==> config.mk <==
export PLATFORM = sky130hd
export DESIGN_NAME = tile_sequencer_flat
export DESIGN_NICKNAME = d
export VERILOG_FILES = /design/src/rtl/tile_sequencer_if.sv /design/src/rtl/tile_sequencer.sv /design/src/flat_wrapper.sv
export SDC_FILE = /design/constraint.sdc
export NUM_CORES = 1
export LEC_CHECK = 0
export CORE_MARGIN = 2
export CORE_UTILIZATION = 39
export CTS_CLUSTER_DIAMETER = 100
export DETAILED_ROUTE_END_ITERATION = 8
export DONT_BUFFER_PORTS = 1
export PLACE_DENSITY = 0.6
export SLEW_MARGIN = 25
export SYNTH_ARGS = -nofsm -noshare
export SYNTH_HDL_FRONTEND = slang
export SYNTH_SLANG_ARGS = --single-unit
==> constraint.sdc <==
create_clock -name CLK -period 2.82 [get_ports CLK]
set_input_delay 0.564 -clock CLK [delete_from_list [all_inputs] [get_ports CLK]]
set_output_delay 0.564 -clock CLK [all_outputs]
set_load 0.005 [all_outputs]
==> src/rtl/tile_sequencer_if.sv <==
// tile_sequencer_if: control-register and engine handshake bundle for tile_sequencer.
//   master : control side (drives START_LVL, ABORT, NUM_TILES and the engine's
//            ENG_READY/ENG_DONE; observes ENG_START, TILE_IDX, BUSY, DONE, IRQ, ERR)
//   slave  : the sequencer itself (directions mirrored)
interface tile_sequencer_if #(
  parameter int unsigned CNT_W = 16
);
  logic             START_LVL;
  logic             ABORT;
  logic [CNT_W-1:0] NUM_TILES;
  logic             ENG_READY;
  logic             ENG_DONE;
  logic             ENG_START;
  logic [CNT_W-1:0] TILE_IDX;
  logic             BUSY;
  logic             DONE;
  logic             IRQ;
  logic             ERR;

  modport master (
    output START_LVL, ABORT, NUM_TILES, ENG_READY, ENG_DONE,
    input  ENG_START, TILE_IDX, BUSY, DONE, IRQ, ERR
  );

  modport slave (
    input  START_LVL, ABORT, NUM_TILES, ENG_READY, ENG_DONE,
    output ENG_START, TILE_IDX, BUSY, DONE, IRQ, ERR
  );
endinterface

==> src/rtl/tile_sequencer.sv <==
// tile_sequencer: turns a 0->1 edge on START_LVL into a run of NUM_TILES engine
// start pulses, stepping TILE_IDX and waiting for ENG_DONE between tiles.
// Completion raises sticky DONE plus a one-cycle IRQ; a per-tile watchdog sets
// sticky ERR and ends the run; ABORT returns to idle silently.
// Ports:
//   CLK    : clock, rising edge
//   RESETN : asynchronous active-low reset
//   bus    : tile_sequencer_if.slave (START_LVL, ABORT, NUM_TILES, ENG_READY,
//            ENG_DONE in; ENG_START, TILE_IDX, BUSY, DONE, IRQ, ERR out)
module tile_sequencer #(
  parameter int unsigned CNT_W     = 16,
  parameter int unsigned TIMEOUT_W = 20
) (
  input logic                CLK,
  input logic                RESETN,
  tile_sequencer_if.slave    bus
);

  typedef enum logic [1:0] {S_IDLE, S_ISSUE, S_WAIT, S_FINISH} state_e;

  state_e               state_q, state_d;
  logic                 start_prev_q, start_prev_d;
  logic                 eng_start_q, eng_start_d;
  logic [CNT_W-1:0]     tile_idx_q, tile_idx_d;
  logic [CNT_W-1:0]     n_q, n_d;
  logic                 done_q, done_d;
  logic                 irq_q, irq_d;
  logic                 err_q, err_d;
  logic [TIMEOUT_W-1:0] wdog_q, wdog_d;

  logic                 start_edge;
  logic [CNT_W-1:0]     n_last;
  logic [TIMEOUT_W-1:0] wait_cnt;

  always_comb begin
    state_d      = state_q;
    start_prev_d = bus.START_LVL;
    eng_start_d  = 1'b0;
    tile_idx_d   = tile_idx_q;
    n_d          = n_q;
    done_d       = done_q;
    irq_d        = 1'b0;
    err_d        = err_q;
    wdog_d       = wdog_q;

    start_edge = bus.START_LVL & ~start_prev_q;
    n_last     = n_q - CNT_W'(1);
    // wdog_q counts completed WAIT cycles, so wait_cnt numbers the current one;
    // expiry on the (2^TIMEOUT_W-1)th cycle keeps the counter from ever wrapping.
    wait_cnt   = wdog_q + TIMEOUT_W'(1);

    case (state_q)
      S_IDLE: begin
        if (start_edge && !bus.ABORT) begin
          n_d        = bus.NUM_TILES;
          tile_idx_d = '0;
          done_d     = 1'b0;
          err_d      = 1'b0;
          state_d    = (bus.NUM_TILES == '0) ? S_FINISH : S_ISSUE;
        end
      end
      S_ISSUE: begin
        if (bus.ABORT) begin
          state_d = S_IDLE;
        end else if (bus.ENG_READY) begin
          eng_start_d = 1'b1;
          wdog_d      = '0;
          state_d     = S_WAIT;
        end
      end
      S_WAIT: begin
        if (bus.ABORT) begin
          state_d = S_IDLE;
        end else if (bus.ENG_DONE) begin
          if (tile_idx_q == n_last) begin
            state_d = S_FINISH;
          end else begin
            tile_idx_d = tile_idx_q + CNT_W'(1);
            state_d    = S_ISSUE;
          end
        end else if (wait_cnt == '1) begin
          err_d   = 1'b1;
          state_d = S_FINISH;
        end else begin
          wdog_d = wait_cnt;
        end
      end
      S_FINISH: begin
        state_d = S_IDLE;
        if (!bus.ABORT) begin
          done_d = 1'b1;
          irq_d  = 1'b1;
        end
      end
      default: state_d = S_IDLE;
    endcase
  end

  always_ff @(posedge CLK or negedge RESETN) begin
    if (!RESETN) begin
      state_q      <= S_IDLE;
      start_prev_q <= 1'b1;
      eng_start_q  <= 1'b0;
      tile_idx_q   <= '0;
      n_q          <= '0;
      done_q       <= 1'b0;
      irq_q        <= 1'b0;
      err_q        <= 1'b0;
      wdog_q       <= '0;
    end else begin
      state_q      <= state_d;
      start_prev_q <= start_prev_d;
      eng_start_q  <= eng_start_d;
      tile_idx_q   <= tile_idx_d;
      n_q          <= n_d;
      done_q       <= done_d;
      irq_q        <= irq_d;
      err_q        <= err_d;
      wdog_q       <= wdog_d;
    end
  end

  assign bus.ENG_START = eng_start_q;
  assign bus.TILE_IDX  = tile_idx_q;
  assign bus.BUSY      = (state_q != S_IDLE);
  assign bus.DONE      = done_q;
  assign bus.IRQ       = irq_q;
  assign bus.ERR       = err_q;

endmodule
==> src/flat_wrapper.sv <==
// flat-port wrapper written by rule: the top's interface ports become plain ports
module tile_sequencer_flat 
#(
  parameter int unsigned CNT_W     = 16,
  parameter int unsigned TIMEOUT_W = 20
)
  (CLK, RESETN, bus_START_LVL, bus_ABORT, bus_NUM_TILES, bus_ENG_READY, bus_ENG_DONE, bus_ENG_START, bus_TILE_IDX, bus_BUSY, bus_DONE, bus_IRQ, bus_ERR);
  tile_sequencer_if #(.CNT_W(CNT_W)) bus_i ();
  input logic CLK;
  input logic RESETN;
  input wire logic [$bits(bus_i.START_LVL)-1:0] bus_START_LVL;
  input wire logic [$bits(bus_i.ABORT)-1:0] bus_ABORT;
  input wire logic [$bits(bus_i.NUM_TILES)-1:0] bus_NUM_TILES;
  input wire logic [$bits(bus_i.ENG_READY)-1:0] bus_ENG_READY;
  input wire logic [$bits(bus_i.ENG_DONE)-1:0] bus_ENG_DONE;
  output wire logic [$bits(bus_i.ENG_START)-1:0] bus_ENG_START;
  output wire logic [$bits(bus_i.TILE_IDX)-1:0] bus_TILE_IDX;
  output wire logic [$bits(bus_i.BUSY)-1:0] bus_BUSY;
  output wire logic [$bits(bus_i.DONE)-1:0] bus_DONE;
  output wire logic [$bits(bus_i.IRQ)-1:0] bus_IRQ;
  output wire logic [$bits(bus_i.ERR)-1:0] bus_ERR;
  assign bus_i.START_LVL = bus_START_LVL;
  assign bus_i.ABORT = bus_ABORT;
  assign bus_i.NUM_TILES = bus_NUM_TILES;
  assign bus_i.ENG_READY = bus_ENG_READY;
  assign bus_i.ENG_DONE = bus_ENG_DONE;
  assign bus_ENG_START = bus_i.ENG_START;
  assign bus_TILE_IDX = bus_i.TILE_IDX;
  assign bus_BUSY = bus_i.BUSY;
  assign bus_DONE = bus_i.DONE;
  assign bus_IRQ = bus_i.IRQ;
  assign bus_ERR = bus_i.ERR;
  tile_sequencer #(.CNT_W(CNT_W), .TIMEOUT_W(TIMEOUT_W)) u_core (.CLK(CLK), .RESETN(RESETN), .bus(bus_i));
endmodule
-- After elaboration in Yosys (flattened, before gate mapping)
Index checks and enable logic that the tools add are counted.
- word-level logic and storage cells: 77
- register bits: 59
- input port bits: 22
- output and inout port bits: 21
- reductions and logical operators: 14
- add/subtract/negate cells: 3
- bitwise gates (word level): 2
- mux-type cells: 32
- eq/ne operators: 17
- operators with widths (cell ; number):
    $mux 20 ; 5
    $mux 16 ; 4
    $pmux 20 s2 ; 1
    $pmux 16 s2 ; 1
    $add 20x1->20 const B ; 1
    $eq 20x20->1 const B ; 1
    $add 16x1->16 const B ; 1
    $eq 16x16->1 ; 1
    $logic_not 16->1 ; 1
    $mux 2 ; 8
    $ne 2x2->1 const B ; 8
    $sub 16x1->16 const B ; 1
    $mux 1 ; 10
    $reduce_and 5->1 ; 2
    $pmux 2 s4 ; 1
    $reduce_bool 2->1 ; 4
    $reduce_and 3->1 ; 2
    $reduce_and 6->1 ; 1
    $eq 2x2->1 const B ; 2
    $ne 2x1->1 const B ; 2
    $ne 4x3->1 const B ; 1
    $pmux 1 s2 ; 2
    $ne 3x3->1 const B ; 1
    $eq 2x1->1 const B ; 1
    other kinds (6) ; 6

-- Depth between registers and ports, before layout
Gate-level depths: netlist of the first run.
- depth in word-level cells: 6
- mapped depth: 13
- depth with buffers taken out: 10

-- Worst setup path before layout of the first run
No wires, ideal clock.
- path kind: reg2reg
- from: reg u_core.wdog_q[0]
- to: reg u_core.wdog_q[8]
- buffers on the path: 2
- required time: 2710 ps
- setup slack: 246 ps
- clock period less this slack: 2574 ps
- arrival: 2464 ps
- cell stages (with the launch flop): 12
- library setup time: 110 ps
- cells stage by stage: dfrtp_1 -> ha_1 -> clkbuf_1 -> nand4_1 -> nor3_1 -> a21oi_1 -> nor3_1 -> nand4_1 -> o31ai_4 -> buf_4 -> o21ai_1 -> o41ai_1
- cells in the longest elaborated chain, start to end: 5
- elaborated cells between the ends (all ways): 8
- classes of those cells: add/sub: 1; eq/ne: 2; mux: 4; reduce/logical: 1
- RTL lines (item ; RTL line ; text):
    start: declaration ; tile_sequencer.sv:29 ; logic [TIMEOUT_W-1:0] wdog_q, wdog_d;
    start signal: assignment ; tile_sequencer.sv:119 ; wdog_q <= wdog_d;
    $add 20x1->20 * ; tile_sequencer.sv:50 ; wait_cnt = wdog_q + TIMEOUT_W'(1);
    branches (longest 4 deep; another with $eq 20x20->1) ; -- ;
Every way passes the cells marked *. The select of a mux whose other input is x is not followed.
A chain may end at the register's enable or synchronous reset.

-- Worst setup path after layout of the first run
- from: reg u_core.n_q[5]
- to: reg u_core.tile_idx_q[7] (netlist: u_core.bus.TILE_IDX[7])
- cells in the longest elaborated chain, start to end: 4
- RTL lines (item ; RTL line ; text):
    start: declaration ; tile_sequencer.sv:25 ; logic [CNT_W-1:0] n_q, n_d;
    start signal: assignment ; tile_sequencer.sv:115 ; n_q <= n_d;
    $sub 16x1->16 ; tile_sequencer.sv:47 ; n_last = n_q - CNT_W'(1);
    $eq 16x16->1 ; tile_sequencer.sv:75 ; if (tile_idx_q == n_last) begin
    $ne 2x2->1 (no line) ; -- ;
    $reduce_and 5->1 (no line) ; -- ;
    end signal: assignment ; tile_sequencer.sv:114 ; tile_idx_q <= tile_idx_d;
    end: declaration ; tile_sequencer.sv:24 ; logic [CNT_W-1:0] tile_idx_q, tile_idx_d;
No other way between the ends.

==> results of run 1 <==
-- cell usage in the layout, fill, tap and decap left out, types with 7 or more instances in the layout --
cell type and n:
nor4_1 9, nor3_1 8, nand3_1 27, a21oi_1 18, clkbuf_8 11, nand2_1 72
buf_4 35, nor2b_1 7, inv_1 14, nand4_1 12, or3_1 7, o31ai_1 18
o21ai_0 25, xnor2_1 12, xor2_1 10, nor2_1 25, dfrtp_1 57, or4_1 9
o21ai_1 11, nand2b_1 7
-- routing by layer --
layer | GRT usage (%) | vias to the layer above
met5 | 0 | -
met4 | 6.974 | 0
met3 | 6.293 | 14
met2 | 36.23 | 92
met1 | 26.09 | 1716
li1 | - | 1681
-- metrics by stage --
stage	util, %	setup TNS, ps	instances	setup WS, ps
final	46.99	0	607	169.7
after global routing	46.99	0	607	2.659
after CTS	46.43	0	604	36.37
after detailed placement	43.68	-312.5	587	-89.14
after global placement	43.68	0	587	105.5
after floorplan	-	0	448	245.7
-- area by class of cell --
type	count	area share [%]
clock buffers	11	3.454
clock inverters	5	1.713
inverters	14	1.199
multi-input cells	351	48.87
flip-flops and latches	59	33.74
well taps	129	3.683
repair buffers	38	7.337
-- worst max-delay path: cells and delay by family, from the launching register on --
family	cells	cell delay, ps
buf+inv	1	150
flops	1	430
simple gates	8	1990
-- what timing repair did --
action	in CTS	in global routing
hold buffers	1	0
endpoints found under the setup margin	5	15
pin swaps	0	4
buffers inserted	0	2
gates cloned	0	1
gates resized for setup	1	7
endpoints found under the hold margin	58	0
-- state kept, by name (all words and copies together), names as in the netlist --
name,cells
u_core.n_q,16
u_core.bus.IRQ,1
u_core.wdog_q,20
u_core.bus.ENG_START,1
u_core.bus.TILE_IDX,16
u_core.bus.DONE,1
u_core.bus.ERR,1
u_core.start_prev_q,1
u_core.state_q,2
-- worst paths after layout --
check | start | end | slack, ps | cells after the start
min | RESETN | u_core.start_prev_q | 50 | 0
max reg2reg | u_core.n_q[5] | u_core.bus.TILE_IDX[7] | 170 | 9
min in group CLK | bus_START_LVL | u_core.start_prev_q | 210 | 0
min reg2reg | u_core.wdog_q[19] | u_core.wdog_q[19] | 490 | 1
max | u_core.n_q[5] | u_core.bus.TILE_IDX[7] | 170 | 9
max in group asynchronous | RESETN | u_core.wdog_q[0] | 2470 | 1
-- power by group through the flow --
stage	Sequential [uW]	Clock, uW	Combinational (uW)
2_1_floorplan	980	0	273
3_3_place_gp	1010	0	341
3_5_place_dp	1010	0	350
4_1_cts	991	918	376
5_1_grt	1000	951	450
6_report	994	900	396
-- cell families (layout without fill, tap and decap cells) --
family                     after synthesis  after routing  synth area share, %
AOI/OAI and AO/OA                      107            107                18.77
xor gates and xnor gates                22             22                5.114
adders and majority gates                4              4                1.329
buffers and inverters                   39             68                4.982
DFF                                     59             59                39.22
muxes                                    1              1               0.2989
and+or+nand+nor                        216            217                30.29
==> key figures, run 1 <==
Place
  • Detailed Place HPWL: 7345 um
  • Port Buffer Count: 0
  • DP Area: 4074 um2
  • Routability cong.: 0.8730

Power and ir drop
  • Seq pwr share: 43.4%
  • Tot Pwr: 2290 uW
  • Clock power share: 39.3%
  • Pwr dens: 522.4 nW/um2
  • Gate power share: 17.3%
  • Fraction of power spent switching nets: 29.09%
  • Worst VDD drop: 294.0 uV
  • Leak: 0.001852 uW
  • Psw: 665.9 uW
  • Internal: 1624 uW

Logic synthesis
  • Most frequent cell after synthesis: nand2_1
  • EDFF count, synth: 0
  • YS warnings: 0
  • Top cells by area, synth: dfrtp_1, nand2_1, nand3_1
  • Commonest cells post-synth: nand2_1, dfrtp_1, nand3_1
  • Synthesized Nets: 474
  • Avg Inst Size Synth: 8.409 um2
  • Yosys reg bits: 59
  • Synth area leader: dfrtp_1
  • Top_reg_cell synth: dfrtp_1
  • Synth top area share: 38.53%
  • Ys async rst share: 100.0%
  • Mapped cell area: 3767 um2
  • Post-synthesis sequential area ratio: 39.22%
  • Yosys cell types: 59
  • Mapped Cells: 448

Timing
  • Slew margin rel.: 66.40%
  • Fmax: 377.3 MHz
  • Setup violators final: 0
  • Least-Margin Pin Slew: 499.4 ps
  • RSZ-0062 raised after global routing: no
  • Clock Skew: 6.288 ps
  • Hold Fails Final Rpt: 0
  • Hold slack final: 49.53 ps
  • Final period util: 93.98%
  • Max-slew violation count: 0
  • Tmin final: 2650 ps

Detailed routing
  • Top Layer Used: met4
  • DR iter-0 viols: 167
  • DRT Wirelength: 10490 um
  • Post-DR wirelength/cell: 17.28 um
  • Routed vias/inst: 5.771
  • Met3 WL: 663 um
  • Drt drc: 0
  • WL met1: 4552 um
  • Routed vias: 3503
  • Met2 WL: 5087 um
  • Routed Antenna Nets: 0
  • DR pass1 iterations: 5

Floorplan
  • Io pins: 43
  • Core Area: 9328 um2
  • Initial Util: 40.39%
  • Die width: 102.3 um
  • Full die area: 10460 um2
  • Row count: 35
  • Die height: 102.3 um

Cells and area
  • Fillcell total: 928
  • Fin nets: 499
  • FF/Latch Area: 1479 um2
  • Multi-input gate area: 2142 um2
  • Layout cells sized above 1: 15.48%
  • Area growth syn-to-layout: 16.34%
  • Antenna cell count: 0
  • Final instance area: 4383 um2

Global route
  • Antenna violations before repair: 0
  • Total track usage: 21.36%
  • Vias in the first global route: 3498
  • First-pass GRT wire length: 17310 um
  • Remaining Overflow, GRT: 0
  • Largest net degree at the start of global routing: 59

Clock network
  • H-tree depth: 3
  • CTS buffer count: 9
  • Max clock buf depth: 2
  • Clk sinks: 59
  • Clk slew on worst S/H paths: 70 ps
  • Worst-Skew Late Latency: 350 ps
  • TritonCTS clock tree: done
  • Root buffer cell: clkbuf_8

Setup path
  • CP arrival: 2940 ps
  • CP peak stage delay: 490 ps
  • Crit. End Element: flip-flop
  • Most used cell, CP: or4_1
  • Worst Path Required: 3110 ps
  • Cell Chain, Critical Path: nor3_4 -> nand2_2 -> or4_1 -> nand3_1 -> nor4b_4 -> and4_4 -> buf_4 -> or4_1 -> nand2_1
  • Worst Path Max Fanout: 8
  • Startpoint Class: flip-flop
  • Kind of critical path: flip-flop to flip-flop
  • Critical Path Slowest Stage Cell: or4_1

Min path
  • Worst Hold Class: input port to async pin

Job
  • Max-Cap Viols: 0

Status
  • Run status: completed
(Power assumes the default switching activity.)
==> run 2: changes to the inputs <==
--- a/config.mk
+++ b/config.mk
@@ -5,13 +5,13 @@
 export SDC_FILE = /design/constraint.sdc
 export NUM_CORES = 1
 export LEC_CHECK = 0
+export CAP_MARGIN = 30
 export CORE_MARGIN = 2
-export CORE_UTILIZATION = 39
+export CORE_UTILIZATION = 50
 export CTS_CLUSTER_DIAMETER = 100
 export DETAILED_ROUTE_END_ITERATION = 8
 export DONT_BUFFER_PORTS = 1
-export PLACE_DENSITY = 0.6
-export SLEW_MARGIN = 25
+export PLACE_DENSITY = 0.72
 export SYNTH_ARGS = -nofsm -noshare
 export SYNTH_HDL_FRONTEND = slang
 export SYNTH_SLANG_ARGS = --single-unit
==> key figures, run 2 (same netlist as run 1, synthesis figures left out) <==
Setup path
  • CP arrival: 2950 ps (was 2940 ps)
  • Kind of critical path: flip-flop to flip-flop (unchanged)
  • CP Buf/Inv Count: 1 (unchanged)
  • Critical Path Slowest Stage Cell: or4_1 (unchanged)
  • Most used cell, CP: or4_1 (unchanged)
  • Worst Path Required: 3090 ps (was 3110 ps)
  • Worst-case reg-to-reg path depth: 9 (unchanged)
  • CP peak stage delay: 490 ps (about the same)
  • Cell Chain, Critical Path: nor4_2 -> nand2_1 -> or4_1 -> nand3_1 -> nor4b_2 -> and4_4 -> buf_12 -> or4_1 -> a21oi_1 (was nor3_4 -> nand2_2 -> or4_1 -> nand3_1 -> nor4b_4 -> and4_4 -> buf_4 -> or4_1 -> nand2_1)
  • Top delay family on crit path: simple AND/OR/NAND/NOR gates (unchanged)
  • Startpoint Class: flip-flop (unchanged)
  • Crit. End Element: flip-flop (unchanged)
  • R2R Setup Slk: 130 ps (was 170 ps)
  • R2r endpoint: u_core.bus.TILE_IDX[12] (was u_core.bus.TILE_IDX[7])
  • Worst r2r src: u_core.n_q[8] (was u_core.n_q[5])
  • Worst Path Max Fanout: 20 (was 8)

Timing
  • Clock Skew: 9.909 ps (was 6.288 ps)
  • Tmin final: 2686 ps (was 2650 ps)
  • Fmax: 372.3 MHz (was 377.3 MHz)
  • Fin worst setup slack: 133.8 ps (was 169.7 ps)
  • RSZ-0062 raised after global routing: yes (was no)
  • Hold Fails Final Rpt: 0 (unchanged)
  • Least-Margin Pin Slew: 567.1 ps (was 499.4 ps)
  • Max-slew violation count: 0 (unchanged)
  • Slew margin rel.: 61.21% (was 66.40%)
  • Setup violators final: 0 (unchanged)
  • Final period util: 95.25% (was 93.98%)

Floorplan
  • Io pins: 43 (unchanged)
  • Core Area: 7292 um2 (was 9328 um2)
  • Die width: 90.80 um (was 102.3 um)
  • Row count: 31 (was 35)
  • Die height: 90.80 um (was 102.3 um)
  • Initial Util: 51.66% (was 40.39%)
  • Full die area: 8245 um2 (was 10460 um2)

Clock network
  • Worst-Skew Late Latency: 350 ps (about the same)
  • Clk sinks: 59 (unchanged)
  • Clk slew on worst S/H paths: 70 ps (about the same)
  • H-tree depth: 3 (unchanged)
  • Root buffer cell: clkbuf_8 (unchanged)
  • Max clock buf depth: 2 (unchanged)
  • TritonCTS clock tree: done (unchanged)
  • CTS buffer count: 9 (unchanged)

Place
  • Routability cong.: 0.9056 (was 0.8730)
  • Detailed Place HPWL: 6831 um (was 7345 um)
  • Placed insts: 547 (was 587)
  • DP Worst Slack: -57.40 ps (was -89.14 ps)
  • Port Buffer Count: 0 (unchanged)

Detailed routing
  • Post-DR wirelength/cell: 16.87 um (was 17.28 um)
  • DRT Wirelength: 9530 um (was 10490 um)
  • DR pass1 iterations: 4 (was 5)
  • Routed Antenna Nets: 0 (unchanged)
  • Routed vias/inst: 6.055 (was 5.771)
  • Drt drc: 0 (unchanged)
  • DR iter-0 viols: 154 (was 167)
  • Routed vias: 3421 (was 3503)

Global route
  • Remaining Overflow, GRT: 0 (unchanged)
  • Total track usage: 24.47% (was 21.36%)
  • Vias in the first global route: 3315 (was 3498)
  • Largest net degree at the start of global routing: 59 (unchanged)
  • Antenna violations before repair: 0 (unchanged)
  • First-pass GRT wire length: 16310 um (was 17310 um)

Power and ir drop
  • Leak: 0.001783 uW (was 0.001852 uW)
  • Worst VDD drop: 304.2 uV (was 294.0 uV)
  • Pwr dens: 532.9 nW/um2 (was 522.4 nW/um2)

Cells and area
  • Most frequent cells in the layout: nand2_1, dfrtp_1, nand3_1 (was nand2_1, dfrtp_1, buf_4)
  • Post-route insts no fill: 565 (was 607)
  • Largest Register: u_core.wdog_q (unchanged)
  • Antenna cell count: 0 (unchanged)
  • Layout cells sized above 1: 12.23% (was 15.48%)
  • Fin nets: 487 (was 499)
  • Area growth syn-to-layout: 12.42% (was 16.34%)
  • Fillcell total: 672 (was 928)
  • Max reg flops: 20 (unchanged)
  • Commonest non-fill, non-tap cell in the layout: nand2_1 (unchanged)

Job
  • Max-Cap Viols: 0 (unchanged)

Min path
  • Worst Hold Class: input port to async pin (unchanged)

Status
  • Run status: completed (unchanged)
==> run 2: cell types whose count changed in the layout (fill, tap and decap cells not counted), sizes merged <==
cell    change
buf        -11
and4        -1
clkbuf      +1
clkinv      -1
==> run 2: cell type report <==
cell class | count | area [um2] | area share [%]
multi-input combinational | 350 | 2115 | 49.93
sequential | 59 | 1478 | 34.89
timing repair buffer | 27 | 247.7 | 5.849
clock buffer | 12 | 145.1 | 3.427
tap | 99 | 123.9 | 2.925
clock inverter | 4 | 73.82 | 1.743
inverter | 14 | 52.55 | 1.241
==> run 2: how the worst max path moves through the flow <==
stage               cells after the start                       to        startpoint
floorplan                              11         u_core.wdog_q[8]  u_core.wdog_q[0]
global placement                       10   u_core.bus.TILE_IDX[0]     u_core.n_q[1]
detailed placement                     10   u_core.bus.TILE_IDX[0]     u_core.n_q[1]
CTS                                    10   u_core.bus.TILE_IDX[0]     u_core.n_q[1]
global route                           10   u_core.bus.TILE_IDX[0]     u_core.n_q[0]
finish                                  9  u_core.bus.TILE_IDX[12]     u_core.n_q[8]
==> run 2: per-stage QoR <==
step	total power, uW	cell area, um2	setup TNS, ps	util [%]	hold WS (ps)
6_report	2257	4235	0	58.08	50.34
5_1_grt	2358	4235	-4.013	58.08	27.69
4_1_cts	2267	4223	0	57.91	35.92
3_5_place_dp	1363	3974	-57.40	54.50	269.8
3_3_place_gp	1355	3974	0	54.50	269.8
2_1_floorplan	1253	3767	0	-	268.4
==> run 2: what timing repair did <==
action | CTS | global route
buffers inserted | 0 | 1
resized for setup | 1 | 1
hold buffers | 1 | 0
endpoints found under the setup margin | 8 | 16
pin swaps | 0 | 1
endpoints found under the hold margin | 58 | 0
==> run 2: power by group <==
group	switching [uW]	internal, uW	leakage [uW]	total [uW]
registers	83.3	905	0.000795	988
logic	210	179	0.000877	388
clock network	358	523	0.000111	881
total	651	1610	0.00178	2260
==> run 2: layer usage <==
| layer | global-route usage (%) | part of all wire, % | vias to the layer above |
|---|---|---|---|
| met2 | 42.10 | 51 | 60 |
| met1 | 29.73 | 43 | 1681 |
| met3 | 5.760 | 3.5 | 21 |
| li1 | - | - | 1659 |
| met4 | 9.343 | 2.3 | 0 |
| met5 | 0 | 0 | - |
